## src/rtl/uart_rx_if.sv

```systemverilog
// Bus-side interface of the UART receiver.
//   rx_data   : received byte, valid while rx_valid=1
//   rx_valid  : holding register occupied
//   rx_ready  : consumer accepts rx_data when rx_valid && rx_ready at a clk edge
//   frame_err : one-cycle pulse, stop bit sampled low
//   overrun   : one-cycle pulse, byte completed while the holding register was full
// master = receiver side, slave = consumer side.
interface uart_rx_if;
   logic [7:0] rx_data;
   logic       rx_valid;
   logic       rx_ready;
   logic       frame_err;
   logic       overrun;

   modport master (
      output rx_data,
      output rx_valid,
      output frame_err,
      output overrun,
      input  rx_ready
   );

   modport slave (
      input  rx_data,
      input  rx_valid,
      input  frame_err,
      input  overrun,
      output rx_ready
   );
endinterface

```

## src/rtl/uart_rx.sv

```systemverilog
// 8N1 UART receiver with a one-entry valid/ready holding register.
//   clk    : system clock, rising edge
//   resetn : asynchronous active-low reset
//   rx     : raw serial line, asynchronous to clk, idle high
//   bus    : uart_rx_if.master (rx_data, rx_valid, rx_ready, frame_err, overrun)
// CLKDIV clocks per bit (>= 4, up to 65535); LSB first, one start and one stop bit.
module uart_rx #(
   parameter int unsigned CLKDIV = 12
) (
   input  logic      clk,
   input  logic      resetn,
   input  logic      rx,
   uart_rx_if.master bus
);

   localparam logic [15:0] FullReload = 16'(CLKDIV - 1);
   localparam logic [15:0] HalfReload = 16'((CLKDIV / 2) - 1);

   typedef enum logic [2:0] {StIdle, StStart, StData, StStop, StBreak} state_e;

   state_e      state_q, state_d;
   logic        rx_meta, rx_s, rx_d;
   logic [15:0] baud_q;
   logic [2:0]  bit_q;
   logic [7:0]  shreg_q;
   logic        done_q;
   logic [7:0]  data_q;
   logic        valid_q;
   logic        frame_err_q;
   logic        overrun_q;

   logic fall, tick;
   logic load_half, load_full, bit_clr, shift_en, stop_ok, stop_bad;

   assign fall = ~rx_s & rx_d;
   assign tick = (baud_q == 16'd0);

   // Two-flop synchronizer plus one delay flop for edge detection; idle-high preset.
   always_ff @(posedge clk or negedge resetn) begin
      if (!resetn) begin
         rx_meta <= 1'b1;
         rx_s    <= 1'b1;
         rx_d    <= 1'b1;
      end else begin
         rx_meta <= rx;
         rx_s    <= rx_meta;
         rx_d    <= rx_s;
      end
   end

   // State register.
   always_ff @(posedge clk or negedge resetn) begin
      if (!resetn) begin
         state_q <= StIdle;
      end else begin
         state_q <= state_d;
      end
   end

   // Next-state logic.
   always_comb begin
      state_d = state_q;
      unique case (state_q)
         StIdle:  if (fall) state_d = StStart;
         StStart: if (tick) state_d = rx_s ? StIdle : StData;
         StData:  if (tick && (bit_q == 3'd7)) state_d = StStop;
         StStop:  if (tick) state_d = rx_s ? StIdle : StBreak;
         StBreak: if (rx_s) state_d = StIdle;
         default: state_d = StIdle;
      endcase
   end

   // Datapath control strobes.
   always_comb begin
      load_half = 1'b0;
      load_full = 1'b0;
      bit_clr   = 1'b0;
      shift_en  = 1'b0;
      stop_ok   = 1'b0;
      stop_bad  = 1'b0;
      unique case (state_q)
         StIdle: load_half = fall;
         StStart: begin
            load_full = tick & ~rx_s;
            bit_clr   = tick & ~rx_s;
         end
         StData: begin
            shift_en  = tick;
            load_full = tick;
         end
         StStop: begin
            stop_ok  = tick & rx_s;
            stop_bad = tick & ~rx_s;
         end
         default: ;
      endcase
   end

   // Baud counter, bit index and shift register.
   always_ff @(posedge clk or negedge resetn) begin
      if (!resetn) begin
         baud_q      <= 16'd0;
         bit_q       <= 3'd0;
         shreg_q     <= 8'h00;
         done_q      <= 1'b0;
         frame_err_q <= 1'b0;
      end else begin
         if (load_half) begin
            baud_q <= HalfReload;
         end else if (load_full) begin
            baud_q <= FullReload;
         end else if (!tick) begin
            baud_q <= baud_q - 16'd1;
         end
         if (bit_clr) begin
            bit_q <= 3'd0;
         end else if (shift_en) begin
            bit_q <= bit_q + 3'd1;
         end
         if (shift_en) begin
            shreg_q <= {rx_s, shreg_q[7:1]};
         end
         done_q      <= stop_ok;
         frame_err_q <= stop_bad;
      end
   end

   // Holding register: a completing byte may replace one being drained in the same cycle.
   always_ff @(posedge clk or negedge resetn) begin
      if (!resetn) begin
         data_q    <= 8'h00;
         valid_q   <= 1'b0;
         overrun_q <= 1'b0;
      end else begin
         overrun_q <= 1'b0;
         if (done_q) begin
            if (!valid_q || bus.rx_ready) begin
               data_q  <= shreg_q;
               valid_q <= 1'b1;
            end else begin
               overrun_q <= 1'b1;
            end
         end else if (valid_q && bus.rx_ready) begin
            valid_q <= 1'b0;
         end
      end
   end

   assign bus.rx_data   = data_q;
   assign bus.rx_valid  = valid_q;
   assign bus.frame_err = frame_err_q;
   assign bus.overrun   = overrun_q;

endmodule

```

## src/flat_wrapper.sv

```systemverilog
// flat-port wrapper written by rule: the top's interface ports become plain ports
module uart_rx_flat 
#(
   parameter int unsigned CLKDIV = 12
)
  (clk, resetn, rx, bus_rx_data, bus_rx_valid, bus_frame_err, bus_overrun, bus_rx_ready);
  uart_rx_if bus_i ();
  input  logic clk;
  input  logic resetn;
  input  logic rx;
  output wire logic [$bits(bus_i.rx_data)-1:0] bus_rx_data;
  output wire logic [$bits(bus_i.rx_valid)-1:0] bus_rx_valid;
  output wire logic [$bits(bus_i.frame_err)-1:0] bus_frame_err;
  output wire logic [$bits(bus_i.overrun)-1:0] bus_overrun;
  input wire logic [$bits(bus_i.rx_ready)-1:0] bus_rx_ready;
  assign bus_rx_data = bus_i.rx_data;
  assign bus_rx_valid = bus_i.rx_valid;
  assign bus_frame_err = bus_i.frame_err;
  assign bus_overrun = bus_i.overrun;
  assign bus_i.rx_ready = bus_rx_ready;
  uart_rx #(.CLKDIV(CLKDIV)) u_core (.clk(clk), .resetn(resetn), .rx(rx), .bus(bus_i));
endmodule
```

## config.mk

```make
export PLATFORM = sky130hd
export DESIGN_NAME = uart_rx_flat
export DESIGN_NICKNAME = d
export VERILOG_FILES = /design/src/rtl/uart_rx_if.sv /design/src/rtl/uart_rx.sv /design/src/flat_wrapper.sv
export SDC_FILE = /design/constraint.sdc
export NUM_CORES = 1
export LEC_CHECK = 0
export BUFFER_PORTS_ARGS = -buffer_cell sky130_fd_sc_hd__buf_2
export CAP_MARGIN = 20
export CORE_UTILIZATION = 35
export CTS_CLUSTER_SIZE = 14
export DETAILED_ROUTE_END_ITERATION = 10
export PLACE_DENSITY = 0.57
export SYNTH_ARGS = -nofsm -noshare
export SYNTH_HDL_FRONTEND = slang
export SYNTH_SLANG_ARGS = --single-unit
```

## constraint.sdc

```tcl
create_clock -name clk -period 3.5 [get_ports clk]
set_clock_uncertainty 0.2 [all_clocks]
set_input_delay 0.175 -clock clk [delete_from_list [all_inputs] [get_ports clk]]
set_output_delay 0.175 -clock clk [all_outputs]
set_load 0.05 [all_outputs]
```

* Yosys cells after proc, flatten, opt, wreduce, memory -nomap -nowiden
Index checks and enable logic that the tools add are counted.
W data, S select, Z words.
** Cells by class
- Equality and inequality tests :: 12
- Bitwise logic cells :: 4
- Reductions and logical operators :: 11
- Multiplexer cells :: 24
- $add $sub $neg :: 2
** Operators with widths (count)
- $mux W16 :: 3
- $mux W3 :: 8
- $logic_not A16 Y1 :: 1
- $sub A16 B1 Y16 const B :: 1
- $pmux W3 S5 :: 1
- $mux W1 :: 10
- $ne A2 B1 Y1 const B :: 5
- $eq A3 B2 Y1 const B :: 2
- $eq A3 B3 Y1 const B :: 2
- $reduce_and A5 Y1 :: 1
- $reduce_and A2 Y1 :: 2
- $reduce_bool A2 Y1 :: 2
- $add A3 B1 Y3 const B :: 1
- $and A1 B1 Y1 :: 3
- $eq A3 B1 Y1 const B :: 1
- $logic_not A3 Y1 :: 1
- $ne A3 B3 Y1 const B :: 1
- $logic_and A1 B1 Y1 :: 2
- $mux W2 :: 1
- $ne A2 B2 Y1 const B :: 1
- $pmux W1 S2 :: 1
- $logic_not A1 Y1 :: 1
- $logic_or A1 B1 Y1 :: 1
- $not A1 Y1 :: 1
** Word-level totals
- Input port bits :: 4
- Bits in registers :: 45
- Output and inout bits :: 11
- Word-level logic and storage cells :: 65

* Longest topological paths before layout
Gate-level depths: netlist of run 1.
- Depth in word-level cells :: 5
- Depth in mapped cells :: 6
- Depth with buffers taken out :: 6

* Least setup slack after synthesis of run 1
No wires, ideal clock.
- Path kind :: register to register
- Start point :: register u_core.baud_q[0]
- End point :: register u_core.shreg_q[0]
- Stages on the path, launching flop included :: 7
- Clock period less this slack :: 2436 ps
- Setup slack :: 1064 ps
- Buffers on the path :: 0
- Data arrival time :: 2111 ps
- Required time :: 3175 ps
- Cells stage by stage :: dfrtp_1 > inv_1 > ha_1 > or3b_2 > nor4_4 > nand3_4 > mux2_2
** Between the ends
- Longest elaborated chain between the ends :: 2
** RTL lines
- start, declared :: line uart_rx.sv:23 : logic [15:0] baud_q;
- start signal, assigned :: line uart_rx.sv:109 : baud_q <= HalfReload;
- start signal, assigned :: line uart_rx.sv:111 : baud_q <= FullReload;
- start signal, assigned :: line uart_rx.sv:113 : baud_q <= baud_q - 16'd1;
- $logic_not A16 Y1 :: line uart_rx.sv:36 : assign tick = (baud_q == 16'd0);
- $mux W1 :: line uart_rx.sv:81 : unique case (state_q)
- end signal, assigned :: line uart_rx.sv:121 : shreg_q <= {rx_s, shreg_q[7:1]};
- end, declared :: line uart_rx.sv:25 : logic [7:0] shreg_q;
Every way passes these cells.
A chain may end at the register's enable or synchronous reset.

* Worst setup path after layout of run 1
- Start point :: register u_core.baud_q[0]
- End point :: register u_core.state_q[0]
** Between the ends
- Longest elaborated chain between the ends :: 4
- Elaborated cells between the ends (all ways) :: 6
- Classes of those cells :: eq/ne: 3; reduce/logical: 3
** RTL lines
- $logic_not A16 Y1 * :: line uart_rx.sv:36
- $logic_and A1 B1 Y1 :: line uart_rx.sv:66 : StData: if (tick && (bit_q == 3'd7)) state_d = StStop;
- $ne A2 B1 Y1 (no line)
- $reduce_and A5 Y1 (no line) *
- end signal, assigned :: line uart_rx.sv:54 : state_q <= StIdle;
- end signal, assigned :: line uart_rx.sv:56 : state_q <= state_d;
- end, declared :: line uart_rx.sv:21 : state_e state_q, state_d;
Mark *: on every way between the ends. The rest lies on a longest branch, timed or not.

==> out/results.ini, run 1 <==
[critical_path]
worstPathRequired_ns = 3.50
cp.arrival_ns = 2.60
cp-endpoint = u_core.state_q[0]$_DFFE_PN0P_
worst-r2r-setup-slack_ns = 0.90
cp-start-kind = register
reg2reg_to = u_core.state_q[0]$_DFFE_PN0P_
path_max_fanout = 8
crit_slowest_cell = nor3_1
crit_type = reg -> reg
crit_path_end_kind = register
rr_worst_depth = 6
timing.rr.start = u_core.baud_q[0]$_DFFE_PN0P_
cp-startpoint = u_core.baud_q[0]$_DFFE_PN0P_
cp_cell_sequence = inv_1 -> ha_1 -> or3b_2 -> nor3_1 -> nand4_1 -> a221oi_1
critPathMaxStageDelay_ns = 0.65

[synth]
synth_edf_count = 0
synthFlopType = dfrtp_1
ys_ff_latch = 45
syn_area_per_cell_um2 = 11.41
yosys_warnings = 0
synthCells = 179
syn_area_um2 = 2042
ys_seq_area_share_pct = 55.33
synth_fp_nets = 187
async_reset_ff_share_pct = 100.0
synth_cell_types = 43

[clock_tree]
cts-resized-gates = 0
cts_buffer_depth = 2
path_clk_slew_ns = 0.09
htree_levels = 2
root_buffer = clkbuf_8
insertion_delay_ns = 0.30
cts_sinks = 45
hold_buffers = 3
cts_tree = done
post_cts_buffers = 0
cts_inserted_buffers = 5

[grt]
grt_max_degree = 46
grt_pass1_wl_mm = 6.796
antenna_found_initial = 0
grt_overflow = 0
grt_use_total_pct = 14.21
grt_pass1_vias = 1401

[place]
port-buffer-count = 14
hpwl_mm = 2.631
gp_congestion = 0.7982
dp_slack_ns = 0.9149

[floorplanning]
die_h_um = 78.38
die-area_um2 = 6143
ios = 15
core_um2 = 5574
fp-row-count = 27
die_w_um = 78.38
initial_core_util_pct = 36.63

[detailed_routing]
wl_per_cell_um = 13.79
final_antenna_net_count = 0
drtIter0Drc = 79
wl_met3_um = 91
drt-met1-wl_mm = 1.926
num_vias = 1424
wirelength_mm = 3.807
maxUsedRoutingLayer = met4
drt-pass1-iter-count = 4
wl_met2_mm = 1.735
avgViaCountPerCell = 5.159
drc = 0

[min_path]
hold_path_class = in -> async

[timing]
worstMarginPinSlew_ns = 0.7493
finalCritPeriodShare_pct = 74.28
fin_crit_ns = 2.600
fmax_mhz = 384.7
maxSlewViolCount = 0
fin_ws_ns = 0.9003
setup_viol = 0
slew-limit-headroom_pct = 49.66
rsz0062_at_grt = false
finalHoldViolCount = 0
fin_tns_setup_ns = 0

[finish]
area_delta_synth_final_pct = 15.87
fin_nets = 211
diodes = 0
drive_gt1_share_pct = 27.94
layout_common_cells = dfrtp_1 (42), mux2_2 (16), nor2_1 (15)
final_common_cell = dfrtp_1

[power]
pwr_density_cell_nw_per_um2 = 649.9
peakVddDrop_mv = 0.2713
power.leakage_nw = 1.088

[run_status]
status = completed

[flow_run]
maxCapViolCount = 0

[cells by family (layout without fill, tap and decap cells)]
group / count (synthesis) / count (layout) / share of synthesized area [%]
flops: 45 / 45 / 55.33
buf+inv: 9 / 34 / 1.716
simple gates: 61 / 61 / 18.44
compound gates: 41 / 41 / 11.95
mux: 16 / 16 / 8.823
fa+ha+maj: 4 / 4 / 2.451
xor+xnor: 3 / 3 / 1.287
[sequential cells by signal (all words and copies together), names as in the netlist, 3 cells and up]
register            flops
u_core.shreg_q          8
u_core.bus.rx_data      8
u_core.bit_q            3
u_core.state_q          3
u_core.baud_q          16
[cell usage after synthesis, drive strengths merged, types with 2 or more instances]
cell | count | area share [%]
nand3 | 6 | 2.1
nand2b | 2 | 0.61
inv | 6 | 1.1
nor4 | 4 | 2.3
dfrtp | 42 | 51
or3 | 5 | 1.7
mux2 | 16 | 8.8
o41ai | 2 | 0.86
or2 | 2 | 0.61
a21oi | 14 | 3.4
o21ai | 14 | 3.4
clkbuf | 2 | 0.37
nor3 | 2 | 0.49
xnor2 | 3 | 1.3
a221oi | 2 | 0.86
a211oi | 2 | 0.74
nand4 | 2 | 0.61
nor2 | 15 | 2.8
dfstp | 3 | 3.9
ha | 4 | 2.5
nand2 | 10 | 1.8
or3b | 2 | 0.86
or4 | 6 | 2.5
[area by class of cell]
cell class / count / area [µm²]
inverters: 6 / 22.52
multi-input cells: 125 / 877.1
repair buffers: 20 / 135.1
flip-flops and latches: 45 / 1130
clock buffers: 6 / 72.57
clock inverters: 2 / 38.79
well taps: 72 / 90.09
fillers: 534 / 3208
[routing by layer]
metal / up-vias / global-route usage, %
met5: - / 0
met4: 0 / 5.556
met3: 5 / 2.093
met2: 22 / 20.96
met1: 687 / 20.91
li1: 710 / -
[power breakdown]
part	switching [mW]	internal, mW
clock network	0.177	0.214
registers	0.128	0.617
logic	0.217	0.185
total	0.521	1.02
[worst min path at each step]
stage / start / to / cells past startpoint / slack [ns]
2_1_floorplan: resetn / u_core.baud_q[0]$_DFFE_PN0P_ / 0 / -0.32
3_3_place_gp: rx / u_core.rx_meta$_DFF_PN1_ / 1 / 0.08
3_5_place_dp: rx / u_core.rx_meta$_DFF_PN1_ / 1 / 0.08
4_1_cts: u_core.rx_meta$_DFF_PN1_ / u_core.rx_s$_DFF_PN1_ / 0 / 0.16
5_1_grt: resetn / u_core.bus.rx_data[4]$_DFFE_PN0P_ / 2 / 0.08
6_report: resetn / u_core.bus.rx_data[4]$_DFFE_PN0P_ / 2 / 0.07
[worst max-delay path, delay by kind of cell (launching register included)]
family / cells / cell delay (ns)
compound gates: 1 / 0.28
fa+ha+maj: 1 / 0.17
buf+inv: 1 / 0.13
flops: 1 / 0.41
simple gates: 3 / 1.32
[metrics by stage]
step / hold slack (ns) / power [mW] / instances / utilization (%) / cell area, µm²
after CTS: 0.1613 / 1.548 / 275 / 42.09 / 2346
after detailed placement: 0.08114 / 1.148 / 264 / 39.55 / 2205
after global routing: 0.07885 / 1.650 / 276 / 42.45 / 2366
after global placement: 0.08075 / 1.144 / 264 / 39.55 / 2205
after floorplan: -0.3206 / 1.053 / 179 / - / 2042
final: 0.06757 / 1.538 / 276 / 42.45 / 2366
Note: power is estimated with default switching activity, not from simulation.
==> inputs of run 2 (changes only) <==
--- a/config.mk
+++ b/config.mk
@@ -5,12 +5,13 @@
 export SDC_FILE = /design/constraint.sdc
 export NUM_CORES = 1
 export LEC_CHECK = 0
+export ABC_AREA = 1
 export BUFFER_PORTS_ARGS = -buffer_cell sky130_fd_sc_hd__buf_2
 export CAP_MARGIN = 20
 export CORE_UTILIZATION = 35
 export CTS_CLUSTER_SIZE = 14
 export DETAILED_ROUTE_END_ITERATION = 10
-export PLACE_DENSITY = 0.57
+export PLACE_DENSITY = 0.59
 export SYNTH_ARGS = -nofsm -noshare
 export SYNTH_HDL_FRONTEND = slang
 export SYNTH_SLANG_ARGS = --single-unit
==> constraint.sdc (replaced) <==
create_clock -name clk -period 2.2 [get_ports clk]
set_clock_uncertainty 0.2 [all_clocks]
set_input_delay 0.11 -clock clk [delete_from_list [all_inputs] [get_ports clk]]
set_output_delay 0.11 -clock clk [all_outputs]
set_load 0.05 [all_outputs]
==> out/results.ini, run 2 <==
[critical_path]
cp-start-kind = register
worst-r2r-setup-slack_ns = 0.34
path_max_fanout = 8
crit_type = reg -> reg
cp-startpoint = u_core.baud_q[0]$_DFFE_PN0P_
reg2reg_to = u_core.baud_q[7]$_DFFE_PN0P_
path_delay_family = simple AND/OR/NAND/NOR gates
crit_path_end_kind = register
cp-endpoint = u_core.baud_q[7]$_DFFE_PN0P_
cp.arrival_ns = 1.85
cp_cell_sequence = inv_1 -> ha_1 -> nand3_4 -> nor2_8 -> nand2_4 -> inv_2 -> nand3_1 -> a21oi_1 -> nor2_1
worstPathRequired_ns = 2.19
crit_buf_inv = 2
critPathMaxStageDelay_ns = 0.40
rr_worst_depth = 9
cp.depth = 9
timing.rr.start = u_core.baud_q[0]$_DFFE_PN0P_
crit_slowest_cell = dfrtp_1

[synth]
synth_fp_nets = 272
ys_ff_latch = 45
synthFlopType = dfrtp_1
synthTopCellsByCount = nand2_1 (56), dfrtp_1 (42), nor2_1 (29), inv_1 (27), nand3_1 (16)
synthTopCellsByArea = dfrtp_1 (44%), nand2_1 (8.8%), nor2_1 (4.6%)
synth_edf_count = 0
synth_most_common_cell = nand2_1
async_reset_ff_share_pct = 100.0
syn_area_per_cell_um2 = 9.048
yosys_warnings = 0
ys_seq_area_share_pct = 47.30
syn_area_um2 = 2389
yosys.area.top_type_share_pct = 44.00
synth_cell_types = 31
synthCells = 264
synth_top_cell_by_area = dfrtp_1

[finish]
seqCellArea_um2 = 1130
diodes = 0
drive_gt1_share_pct = 26.04
layout_common_cells = nand2_1 (56), dfrtp_1 (42), nor2_1 (29)
fin_cells = 365
largest_register_ff_count = 16
multi_input_comb_area_um2 = 1124
top_register = u_core.baud_q
area_delta_synth_final_pct = 11.94
final_common_cell = nand2_1
fin_nets = 295
fill_cells = 653

[timing]
finalCritPeriodShare_pct = 84.32
fmax_mhz = 539.1
slew-limit-headroom_pct = 65.96
setup_viol = 0
maxSlewViolCount = 0
fin_tns_setup_ns = 0
finalHoldViolCount = 0
fin_crit_ns = 1.855
worstMarginPinSlew_ns = 0.5106
rsz0062_at_grt = false

[place]
dp_cells = 354
hpwl_mm = 3.223
gp_congestion = 0.8303
port-buffer-count = 14

[floorplanning]
ios = 15
fp-row-count = 29
die-area_um2 = 7159
core_um2 = 6459
die_h_um = 84.61
initial_core_util_pct = 36.98
die_w_um = 84.61

[detailed_routing]
avgViaCountPerCell = 4.668
drt-pass1-iter-count = 4
final_antenna_net_count = 0
wl_per_cell_um = 11.56
drtIter0Drc = 81
wirelength_mm = 4.221
drc = 0
num_vias = 1704

[power]
pwr-share-seq_pct = 43.7
combPwrFrac_pct = 38.1
pwr_density_cell_nw_per_um2 = 1017
switchingPower_mw = 1.129
power.leakage_nw = 1.319
switching_share_pct = 41.53
intPower_mw = 1.589
peakVddDrop_mv = 0.3784
pwr-share-clk_pct = 18.2

[clock_tree]
cts_buffer_depth = 2
insertion_delay_ns = 0.29
hold_buffers = 3
cts-resized-gates = 0
cts_tree = done
htree_levels = 2
path_clk_slew_ns = 0.09
cts_inserted_buffers = 5
post_cts_buffers = 0
cts_sinks = 45
root_buffer = clkbuf_8

[grt]
grt_overflow = 0
antenna_found_initial = 0
met3_usage_pct = 2.950
grt_use_total_pct = 13.44
top_usage_layer = met2
grtUsageMet2_pct = 22.47
grt_use_met1_pct = 17.45
grt_pass1_wl_mm = 7.693
grt_pass1_vias = 1706
grt_max_degree = 25

[min_path]
hold_path_class = in -> async

[run_status]
status = completed

[flow_run]
maxCapViolCount = 0

## run 2: how the worst min path moves through the flow
| stage | start | endpoint | slack, ns | cells past startpoint |
|---|---|---|---|---|
| after floorplan | resetn | u_core.baud_q[0]$_DFFE_PN0P_ | -0.39 | 0 |
| after global placement | resetn | u_core.shreg_q[4]$_DFFE_PN0P_ | -0.09 | 1 |
| after detailed placement | resetn | u_core.bus.rx_data[5]$_DFFE_PN0P_ | -0.09 | 1 |
| after CTS | resetn | u_core.bus.rx_data[5]$_DFFE_PN0P_ | 0.12 | 2 |
| after global routing | resetn | u_core.bus.rx_data[5]$_DFFE_PN0P_ | 0.15 | 2 |
| final | resetn | u_core.bus.rx_data[5]$_DFFE_PN0P_ | 0.12 | 2 |
## run 2: power groups by stage
stage | combinational [mW] | clock (mW) | sequential (mW)
after floorplan | 0.872 | 0 | 1.17
after global placement | 1.04 | 0 | 1.21
after global routing | 1.19 | 0.551 | 1.21
after CTS | 1.05 | 0.519 | 1.19
after detailed placement | 1.04 | 0 | 1.20
final | 1.04 | 0.495 | 1.19
## run 2: through the flow
step	hold slack [ns]	cell area, µm²	utilization, %	power, mW	setup WS [ns]
3_5_place_dp	-0.08776	2560	39.64	2.242	0.3434
3_3_place_gp	-0.08809	2560	39.64	2.247	0.3521
6_report	0.1215	2674	41.40	2.718	0.3449
2_1_floorplan	-0.3856	2389	-	2.044	0.4999
5_1_grt	0.1523	2674	41.40	2.955	0.1418
4_1_cts	0.1245	2674	41.40	2.755	0.3302
## run 2: per-layer routing
metal	wire length, µm	vias to the layer above	part of all wire, %
li1	-	886	-
met1	2035	784	48
met4	16	0	0.38
met3	176	2	4.2
met2	1993	32	47
met5	0	-	0
## run 2: layout make-up
| cell class | count | share of cell area [%] |
|---|---|---|
| sequential | 45 | 42.26 |
| multi-input combinational | 185 | 42.02 |
| timing repair buffer | 18 | 4.492 |
| inverter | 32 | 4.492 |
| tap | 77 | 3.603 |
| clock buffer | 7 | 2.854 |
| clock inverter | 1 | 0.2808 |
## run 2: kinds of logic (layout without fill, tap and decap cells)
| family | after synthesis | in the layout | synth area share, % |
|---|---|---|---|
| xor gates and xnor gates | 4 | 4 | 1.467 |
| and+or+nand+nor | 142 | 142 | 33.68 |
| adders and majority gates | 4 | 4 | 2.095 |
| muxes | 1 | 1 | 0.4714 |
| AOI/OAI and AO/OA | 34 | 34 | 9.324 |
| buffers and inverters | 34 | 58 | 5.657 |
| DFF | 45 | 45 | 47.30 |
==> inputs of run 3 (changes only) <==
==> constraint.sdc (replaced) <==
create_clock -name clk -period 1.6 [get_ports clk]
set_clock_uncertainty 0.2 [all_clocks]
set_input_delay 0.08 -clock clk [delete_from_list [all_inputs] [get_ports clk]]
set_output_delay 0.08 -clock clk [all_outputs]
set_load 0.05 [all_outputs]
==> out/results.ini, run 3 (synthesis results as in run 2) <==
[grt]
grt_pass1_wl_mm = 8.728
grt_max_degree = 29
grt_overflow = 0
grt_pass1_vias = 1876
grt_use_total_pct = 15.63
antenna_found_initial = 0

[critical_path]
crit_path_end_kind = register
cp-start-kind = register
cp_cell_sequence = inv_2 -> ha_4 -> nand3_4 -> nor2_8 -> nand2_8 -> inv_4 -> nand3_2 -> a21oi_2 -> nor2_1
crit_slowest_cell = dfrtp_1
timing.rr.start = u_core.baud_q[0]$_DFFE_PN0P_
cp-startpoint = u_core.baud_q[0]$_DFFE_PN0P_
crit_buf_inv = 2
critPathMaxStageDelay_ns = 0.39
cp.arrival_ns = 1.69
path_delay_family = simple AND/OR/NAND/NOR gates
crit_type = reg -> reg
path_max_fanout = 6
worstPathRequired_ns = 1.60

[detailed_routing]
num_vias = 1959
drtIter0Drc = 62
drt-pass1-iter-count = 4
wirelength_mm = 5.375
drc = 0
wl_per_cell_um = 12.98
final_antenna_net_count = 0
avgViaCountPerCell = 4.732

[floorplanning]
ios = 15
initial_core_util_pct = 36.98
die_w_um = 84.61
die-area_um2 = 7159
core_um2 = 6459
die_h_um = 84.61
fp-row-count = 29

[finish]
fill_cells = 600
multi_input_comb_area_um2 = 1320
largest_register_ff_count = 16
final_common_cell = nand2_1
diodes = 0
layout_common_cells = nand2_1 (47), buf_4 (39), dfrtp_1 (37)
drive_gt1_share_pct = 48.37
fin_nets = 344
area_delta_synth_final_pct = 36.67
fin_util_pct = 50.54
seqCellArea_um2 = 1136
top_register = u_core.baud_q

[timing]
finalHoldViolCount = 0
finalCritPeriodShare_pct = 105.7
fin_crit_ns = 1.692
maxSlewViolCount = 0
setup_viol = 20
slew-limit-headroom_pct = 71.98
worstMarginPinSlew_ns = 0.4203
fmax_mhz = 591.1
fin_ws_ns = -0.09166
rsz0062_at_grt = true

[clock_tree]
htree_levels = 2
cts_buffer_depth = 2
path_clk_slew_ns = 0.09
cts_tree = done
root_buffer = clkbuf_8
insertion_delay_ns = 0.30
cts_inserted_buffers = 5
cts_sinks = 45

[power]
peakVddDrop_mv = 0.6529
total_power_mw = 4.766
pwr_density_cell_nw_per_um2 = 1460
power.leakage_nw = 1.556

[min_path]
hold_path_class = in -> async

[run_status]
violations = negative setup slack
status = finished with violations

[place]
gp_congestion = 0.7859
port-buffer-count = 14
hpwl_mm = 3.523

[flow_run]
maxCapViolCount = 0

-- run 3: cell count changes in the layout (fill, tap and decap cells not counted), moves of 5 or more --
cell | previous run | this run
buf_4 | 0 | 39
nor2_1 | 29 | 19
nand2_1 | 56 | 47
nand2_2 | 7 | 16
buf_6 | 0 | 6
nor2_2 | 5 | 11
dfrtp_1 | 42 | 37
dfrtp_2 | 0 | 5
-- run 3: area by class of cell --
type	count	share of cell area [%]
Tap cell	77	2.951
Sequential cell	45	34.80
Inverter	32	4.025
Timing Repair Buffer	63	14.72
Clock inverter	2	0.5366
Multi-Input combinational cell	189	40.44
Clock buffer	6	2.530
-- run 3: routing by layer --
| metal | vias up | GRT usage [%] | wire length [µm] |
|---|---|---|---|
| li1 | 996 | - | - |
| met1 | 944 | 20.05 | 2431 |
| met2 | 15 | 26.09 | 2790 |
| met3 | 4 | 3.245 | 113 |
| met4 | 0 | 5.701 | 40 |
| met5 | - | 0 | 0 |
-- run 3: stage by stage --
step | cell area, µm² | worst slack [ns] | cells | hold WS (ns) | setup TNS [ns]
floorplan | 2401 | 0.008506 | 264 | -0.4156 | 0
global placement | 2820 | -0.05394 | 387 | -0.1645 | -0.4502
detailed placement | 2820 | -0.07205 | 387 | -0.1642 | -0.8472
CTS | 3083 | -0.06249 | 411 | 0.03461 | -0.5850
global route | 3264 | -0.1968 | 414 | 0.06597 | -3.393
finish | 3264 | -0.09166 | 414 | 0.03118 | -0.9600
-- run 3: final timing paths --
path,endpoint,slack [ns],depth (start not counted)
worst max register to register,u_core.baud_q[7]$_DFFE_PN0P_,-0.09,9
max in group asynchronous,u_core.baud_q[3]$_DFFE_PN0P_,0.66,3
worst min-delay path,u_core.bus.rx_data[4]$_DFFE_PN0P_,0.03,2
worst min register to register,u_core.rx_s$_DFF_PN1_,0.16,0
min in group clk,u_core.rx_s$_DFF_PN1_,0.16,0
worst max-delay path,u_core.baud_q[7]$_DFFE_PN0P_,-0.09,9
-- run 3: power breakdown --
part,switching (mW),internal [mW]
logic,1.28,1.04
registers,0.277,1.38
clock network,0.425,0.359
-- run 3: what timing repair did --
action,in CTS,in global routing
gates cloned,4,0
endpoints found under the setup margin,24,32
hold buffers,3,0
hold endpoints to repair,48,0
pin swaps,5,16
buffers inserted,9,3
gates resized for setup,10,47
